[config.mk]
export PLATFORM = sky130hd
export DESIGN_NAME = relay_register_bank
export DESIGN_NICKNAME = d
export VERILOG_FILES = /design/src/rtl/relay_pkg.sv /design/src/rtl/relay_settle_timer.sv /design/src/rtl/relay_register_bank.sv
export SDC_FILE = /design/constraint.sdc
export NUM_CORES = 1
export LEC_CHECK = 0
export CORE_ASPECT_RATIO = 2
export CORE_UTILIZATION = 40
export CTS_BUF_LIST = sky130_fd_sc_hd__clkbuf_8
export DETAILED_ROUTE_END_ITERATION = 12
export PLACE_DENSITY_LB_ADDON = 0.25
export SLEW_MARGIN = 20
export SYNTH_ARGS = -nofsm -noshare
export SYNTH_HDL_FRONTEND = slang
export SYNTH_SLANG_ARGS = --single-unit
[constraint.sdc]
create_clock -name clk -period 3.1 [get_ports clk]
set_input_delay 0.31 -clock clk [delete_from_list [all_inputs] [get_ports clk]]
set_output_delay 0.31 -clock clk [all_outputs]
set_load 0.02 [all_outputs]
[src/rtl/relay_pkg.sv]
// relay_pkg: opcodes, register map and FSM states shared by the relay register bank
package relay_pkg;
  typedef enum logic [2:0] {
    OP_NOP   = 3'd0,
    OP_LD8   = 3'd1,
    OP_SEL8  = 3'd2,
    OP_LD16  = 3'd3,
    OP_SEL16 = 3'd4,
    OP_INC16 = 3'd5,
    OP_CLR8  = 3'd6,
    OP_ILL   = 3'd7
  } opT;
  typedef enum logic [1:0] {
    ST_IDLE   = 2'd0,
    ST_SETTLE = 2'd1,
    ST_COMMIT = 2'd2
  } stateT;
  localparam int REG_A = 0;
  localparam int REG_B = 1;
  localparam int REG_C = 2;
  localparam int REG_D = 3;
  localparam int REG_M1 = 4;
  localparam int REG_M2 = 5;
  localparam int REG_X = 6;
  localparam int REG_Y = 7;
  localparam int PAIR_M = 4;
  localparam int PAIR_XY = 6;
endpackage

[src/rtl/relay_settle_timer.sv]
// relay_settle_timer: loadable down-counter with zero flag emulating relay settle time
module relay_settle_timer #(
  parameter int SETTLE = 2
) (
  input  logic clk,
  input  logic rst_n,
  input  logic load,
  input  logic dec,
  output logic zero
);
  localparam int CW = SETTLE > 1 ? $clog2(SETTLE) : 1;
  logic [CW-1:0] cnt;
  always_ff @(posedge clk or negedge rst_n)
    if (!rst_n) cnt <= '0;
    else cnt <= load ? CW'(SETTLE - 1) : (dec && !zero) ? cnt - CW'(1) : cnt;
  assign zero = cnt == '0;
endmodule

[src/rtl/relay_register_bank.sv]
// relay_register_bank: handshaked register file with pair access, incrementer and settle-timed bus drive
module relay_register_bank
  import relay_pkg::*;
#(
  parameter int DATA_W = 8,
  parameter int NUM_REGS = 8,
  parameter int SETTLE = 2
) (
  input  logic                       clk,
  input  logic                       rst_n,
  input  logic                       cmd_valid,
  output logic                       cmd_ready,
  input  logic [2:0]                 cmd_op,
  input  logic [$clog2(NUM_REGS)-1:0] cmd_reg,
  input  logic [DATA_W-1:0]          data_in,
  input  logic [2*DATA_W-1:0]        addr_in,
  output logic [DATA_W-1:0]          data_out,
  output logic                       data_oe,
  output logic [2*DATA_W-1:0]        addr_out,
  output logic                       addr_oe,
  output logic                       done,
  output logic                       err,
  output logic                       inc_carry,
  output logic [NUM_REGS*DATA_W-1:0] regs_flat
);
  localparam int RW = $clog2(NUM_REGS);
  stateT state;
  opT opQ;
  logic [RW-1:0] regQ, hiIdx, loIdx;
  logic [DATA_W-1:0] dataQ;
  logic [2*DATA_W-1:0] addrQ, pairVal;
  logic [2*DATA_W:0] pairInc;
  logic [DATA_W-1:0] regs [NUM_REGS];
  logic accept, busy, commit, timerZero, pairOp, illegal;
  assign accept = cmd_valid && cmd_ready;
  assign cmd_ready = state == ST_IDLE;
  assign busy = state != ST_IDLE;
  assign commit = state == ST_COMMIT;
  assign pairOp = opQ inside {OP_LD16, OP_SEL16, OP_INC16};
  assign illegal = opQ == OP_ILL || int'(regQ) >= NUM_REGS || (pairOp && regQ[0]);
  assign hiIdx = regQ & ~RW'(1);
  assign loIdx = regQ | RW'(1);
  assign pairVal = {regs[hiIdx], regs[loIdx]};
  assign pairInc = {1'b0, pairVal} + (2*DATA_W+1)'(1);
  // Bus enables are decoded from state flops so an async reset drops them at once
  assign data_oe = busy && !illegal && opQ == OP_SEL8;
  assign addr_oe = busy && !illegal && opQ == OP_SEL16;
  assign data_out = data_oe ? regs[regQ] : '0;
  assign addr_out = addr_oe ? pairVal : '0;
  assign done = commit;
  assign err = commit && illegal;
  relay_settle_timer #(.SETTLE(SETTLE)) uTimer (
    .clk  (clk),
    .rst_n(rst_n),
    .load (accept),
    .dec  (state == ST_SETTLE),
    .zero (timerZero)
  );
  always_ff @(posedge clk or negedge rst_n)
    if (!rst_n) state <= ST_IDLE;
    else state <= accept ? ST_SETTLE
                : (state == ST_SETTLE && timerZero) ? ST_COMMIT
                : commit ? ST_IDLE : state;
  always_ff @(posedge clk or negedge rst_n)
    if (!rst_n) begin
      opQ <= OP_NOP;
      regQ <= '0;
      dataQ <= '0;
      addrQ <= '0;
    end else if (accept) begin
      opQ <= opT'(cmd_op);
      regQ <= cmd_reg;
      dataQ <= data_in;
      addrQ <= addr_in;
    end
  always_ff @(posedge clk or negedge rst_n)
    if (!rst_n) begin
      for (int i = 0; i < NUM_REGS; i++) regs[i] <= '0;
      inc_carry <= 1'b0;
    end else if (commit && !illegal) begin
      case (opQ)
        OP_LD8: regs[regQ] <= dataQ;
        OP_LD16: begin
          regs[hiIdx] <= addrQ[2*DATA_W-1:DATA_W];
          regs[loIdx] <= addrQ[DATA_W-1:0];
        end
        OP_INC16: begin
          regs[hiIdx] <= pairInc[2*DATA_W-1:DATA_W];
          regs[loIdx] <= pairInc[DATA_W-1:0];
          inc_carry <= pairInc[2*DATA_W];
        end
        OP_CLR8: regs[regQ] <= '0;
        default: ;
      endcase
    end
  for (genvar i = 0; i < NUM_REGS; i++) begin : g_flat
    assign regs_flat[i*DATA_W +: DATA_W] = regs[i];
  end
endmodule

# Yosys cells after proc, flatten, opt, wreduce, memory -nomap -nowiden
# Index checks and enable logic that the tools add are counted.
word_totals:
  register_bits: 98
  output_inout_bits: 94
  input_bits: 33
  elab_cells: 88
op_classes:
  eq_ne: 9
  reduce_logical: 22
  order_cmp: 6
  n_addsub: 2
  muxes: 28
  bitwise: 6
ops:
  columns: ["cell", "count"]
  rows:
  - ["64-bit bitwise mux", 5]
  - ["64-bit one-hot mux with 4 select lines", 1]
  - ["8-bit 2-to-1 mux", 10]
  - ["8-bit binary-select mux with 3-bit select", 3]
  - ["8-bit demux with 3-bit select", 3]
  - ["64-bit AND", 1]
  - ["64-bit NOT", 1]
  - ["16-bit by 1-bit adder with 17-bit output, second input constant", 1]
  - ["16-bit 2-to-1 mux", 1]
  - ["3-bit equality test, second input constant", 4]
  - ["4-bit >= comparator, second input constant", 3]
  - ["1-bit logical AND", 12]
  - ["4-bit by 1-bit less-than comparator with 1-bit output, second input constant", 3]
  - ["3-bit NOT with 4-bit output", 3]
  - ["3-bit by 2-bit equality test with 1-bit output, second input constant", 2]
  - ["2-bit 2-to-1 mux", 3]
  - ["3-bit nonzero test", 2]
  - ["2-bit AND reduction", 2]
  - ["2-bit nonzero test", 2]
  - ["4-bit nonzero test", 1]
  - ["3-bit by 1-bit equality test with 1-bit output, second input constant", 1]
  - ["2-bit by 1-bit equality test with 1-bit output, second input constant", 1]
  - ["2-bit equality test, second input constant", 1]
  - ["2-bit zero test", 1]
  - ["other kinds (5)", 6]

# Longest topological paths before layout
logic_depth:
  depth_word: 8
  mapped_depth: 12
  depth_no_buf: 7

# Hierarchy
# From an unflattened synthesis, not the netlist that was laid out.
unflattened:
  hier_cells: 688
  area_unflattened_um2: 6506.2
modules_own_cells:
  columns: ["module", "cells_per_inst", "area_each_um2", "seq_area_each_um2", "instances"]
  rows:
  - ["relay_register_bank", 685, 6466.2, 2427.3, 1]
  - ["relay_settle_timer", 3, 40.0, 25.0, 1]

# Least setup slack after synthesis
# Ideal clock, no wire load.
synth_timing:
  kind: "reg-to-output"
  startpoint: "reg regQ[2]"
  endpoint: "out data_out[4]"
  arrival_ns: 2.291
  required_ns: 2.790
  path_buffers: 5
  stages_incl_launch_ff: 8
  setup_slack_ns: 0.499
  path_cell_list: "dfrtp_1 > buf_2 > buf_2 > buf_2 > buf_2 > clkbuf_1 > mux4_2 > a211oi_1"
synth_via:
  elab_chain_cells: 5
synth_rtl:
  columns: ["element", "line_no", "text"]
  rows:
  - ["start, declared", "relay_register_bank.sv:29", "logic [RW-1:0] regQ, hiIdx, loIdx;"]
  - ["start signal, assigned", "relay_register_bank.sv:72", "regQ <= cmd_reg;"]
  - ["3-bit NOT with 4-bit output (not written as such)", "relay_register_bank.sv:48", "assign data_out = data_oe ? regs[regQ] : '0;"]
  - ["8-bit binary-select mux with 3-bit select", "relay_register_bank.sv:48", null]
  - ["8-bit 2-to-1 mux (not written as such) (2 in series)", "relay_register_bank.sv:48", null]
  - ["8-bit 2-to-1 mux", "relay_register_bank.sv:48", null]
  - ["end, declared", "relay_register_bank.sv:17", "output logic [DATA_W-1:0] data_out,"]
# Every way passes these cells. The select of a mux whose other input is x is not followed.

# Worst setup path after layout
layout_timing:
  startpoint: "reg regQ[0]"
  endpoint: "out data_out[0]"
layout_via:
  elab_chain_cells: 6
  elab_cells_between_ends: 10
  classes_between: "4 x mux; 1 x bitwise; 5 x reduce/logical"
layout_rtl:
  columns: ["element", "line_no"]
  rows:
  - ["branches (longest 5 deep; another with 8-bit binary-select mux with 3-bit select)", null]
  - ["8-bit 2-to-1 mux *", "relay_register_bank.sv:48"]
# Every way passes the cells marked *. The select of a mux whose other input is x is not followed.

==> reports/results.tsv <==
stage	metric	value	unit
setup_path	crit_fanout	29	
placement	portBuffers	126	
clock_tree	cts_buffer_depth	2	
routing	wl_per_cell	25.9	microns
synth	synth_flop_cell	dfrtp_1	
global_route	grt_start_max_net_pins	56	
die	die_area	18600	sq um
clock_tree	path_clk_slew	100	ps
synth	yosysTopAreaCell	dfrtp_1	
timing	finalHoldViolCount	0	
timing	skew	18.9	ps
synth	synth_edf_count	0	
setup_path	cp.required	2790	ps
routing	drc	0	
setup_path	crit_chain	mux2i_1, mux4_2, a211oi_1, clkdlybuf4s50_1	
routing	drt-total-wl	29400	microns
synth	synth_top_cell_area_share	34.0	%
clock_tree	clkLatencyLatePin	400	ps
global_route	track_usage	31.8	%
flow_run	timing.max_cap.violations	0	
timing	holdWs	451	ps
routing	postRouteAntennaNets	0	
placement	placed_area	8760	sq um
synth	ys_top_cells_by_count	dfrtp_1, a21oi_1, nand2_1	
global_route	grt_pass1_wl	44600	microns
synth	avgSynthCellArea	9.02	sq um
global_route	grt_remaining_overflow	0	
clock_tree	cts_sinks	98	
status	status	finished clean	
timing	finalCritPeriodShare	98.7	%
setup_path	cp-end-kind	output pin	
global_route	antenna_found_initial	0	
placement	place_inst	1116	
hold_path	hold_class	primary input to asynchronous set/reset pin	
die	design.core.area	17700	sq um
timing	slew_viol_final	0	
timing	slew_headroom	34.8	%
timing	finalCriticalPeriod	3060	ps
routing	via_per_inst	6.65	
final_layout	area_growth	25.5	%
final_layout	fin_cells	1133	
timing	tns	0	ps
synth	synth_seq_area_share	34.0	%
timing	fmaxAchievable	327	MHz
pwr	p_total	9.86	mW
final_layout	finish.instance_area	9050	sq um
clock_tree	cts_tree	yes	
die	rows	69	
pwr	p_per_area	1090	nW/um^2
global_route	grt_pass1_vias	7461	
final_layout	fillers	1670	
die	die_x	96.9	microns
setup_path	cp.arrival	2750	ps
setup_path	crit_type	register to output pin	
routing	dr.pass1.iters	6	
pwr	leakage	3.33	nW
synth	synth_most_common_cell	dfrtp_1	
routing	via_count	7532	
timing	setup-violations-final	0	
placement	gp_congestion	0.992	
timing	fin_ws	41.2	ps
timing	rsz0062_at_grt	no	
synth	syn_area	7210	sq um
final_layout	layout-drive-gt1-share	16.1	%
synth	ys_top_cells_by_area	dfrtp_1, mux4_2, a21oi_1	
final_layout	fin_nets	949	
setup_path	cpLargestDelayFamily	buffers and inverters	
synth	ys_ff_latch	98	
final_layout	final_util	51.1	%
die	start_util	40.7	%
die	ioPinCount	127	
setup_path	crit_buf_inv	1	
synth	syn_nets	833	
die	die_h	192	microns
final_layout	antenna-diode-count	0	
synth	synth_warnings	0	
routing	drt-initial-drc-count	791	
synth	synth_cell_types	73	
pwr	max-vdd-ir-drop	415	uV
setup_path	crit_path_max_incr_delay	690	ps
synth	syn_inst	799	
setup_path	startpoint_type	register	
setup_path	cp_slowest_cell	clkdlybuf4s50_1	
clock_tree	h-tree-depth	3	
clock_tree	root_buffer	clkbuf_8	
synth	async_flop_share	100	%
timing	tightest_slew	975	ps
clock_tree	postCtsSetupBuffers	0	
clock_tree	cts_buffers	9	
placement	dp_hpwl	22100	microns
placement	dp_slack	301	ps
==> cell type report <==
class	instances	area, sq um	area share, %
multi-input cells	624	4410	48.8
flip-flops and latches	98	2460	27.2
clock buffers	11	151	1.67
inverters	12	45.0	0.498
well taps	213	267	2.95
repair buffers	170	1620	17.9
clock inverters	5	85.1	0.941
==> layer usage <==
metal,global-route usage [%],routed length [microns]
met1,35.8,10100
met2,54.3,14800
met3,4.26,2180
met4,24.1,2240
met5,0,0
==> report_power, final <==
part / switching [mW] / internal [mW] / total [mW]
sequential: 1.15 / 1.82 / 2.97
clock: 0.502 / 0.503 / 1.00
combinational: 3.45 / 2.44 / 5.89
total: 5.10 / 4.76 / 9.86
==> worst reg2reg max path, delay by kind of cell (launching register included) <==
family / cells / cell delay (ps)
compound gates: 3 / 580
simple gates: 1 / 120
xor+xnor: 1 / 320
mux: 1 / 650
fa+ha+maj: 1 / 320
flops: 1 / 620
==> cell usage in the layout (no fill, tap or decap), types with 14 or more instances in the layout <==
master	instances
nor2_1	57
a32oi_1	24
clkdlybuf4s50_1	122
nor2b_1	19
o21ai_0	46
dfrtp_1	94
nor3_1	14
mux2_2	32
o21ai_1	27
a21oi_1	89
buf_4	41
nand2_1	76
mux4_2	20
==> cell families (layout without fill, tap and decap cells) <==
logic type               count (synthesis)  in the layout  share of synthesized area, %
buffers and inverters                   77            198                          5.05
multiplexers                            65             65                          13.0
flip-flops                              98             98                          34.0
AO/OA/AOI/OAI                          311            311                          29.9
XOR/XNOR                                16             16                          2.31
adder cells (fa/ha/maj)                  1              1                         0.173
AND/OR/NAND/NOR                        231            231                          15.5
==> repair_timing <==
| item | 4_1_cts | 5_1_grt |
|---|---|---|
| setup endpoints to repair | 4 | 15 |
| hold buffers | 1 | 0 |
| hold endpoints to repair | 43 | 0 |
| gates resized for setup | 3 | 10 |
==> path summary, 6_finish.rpt <==
check / start / to / slack (ps) / depth (start not counted)
worst max-delay path: regQ[0]$_DFFE_PN0P_ / data_out[0] / 40 / 4
worst min-delay path: rst_n / asynchronous set/reset pin / 450 / 2
worst max register to register: regQ[1]$_DFFE_PN0P_ / register / 330 / 7
worst min register to register: uTimer.cnt$_DFFE_PN0P_ / state[1]$_DFFE_PN0P_ / 510 / 1
max in group asynchronous: rst_n / opQ[1]$_DFFE_PN0P_ / 1880 / 3
min in group clk: cmd_op[1] / opQ[1]$_DFFE_PN0P_ / 500 / 3
Power figures use the tool's default switching activity.
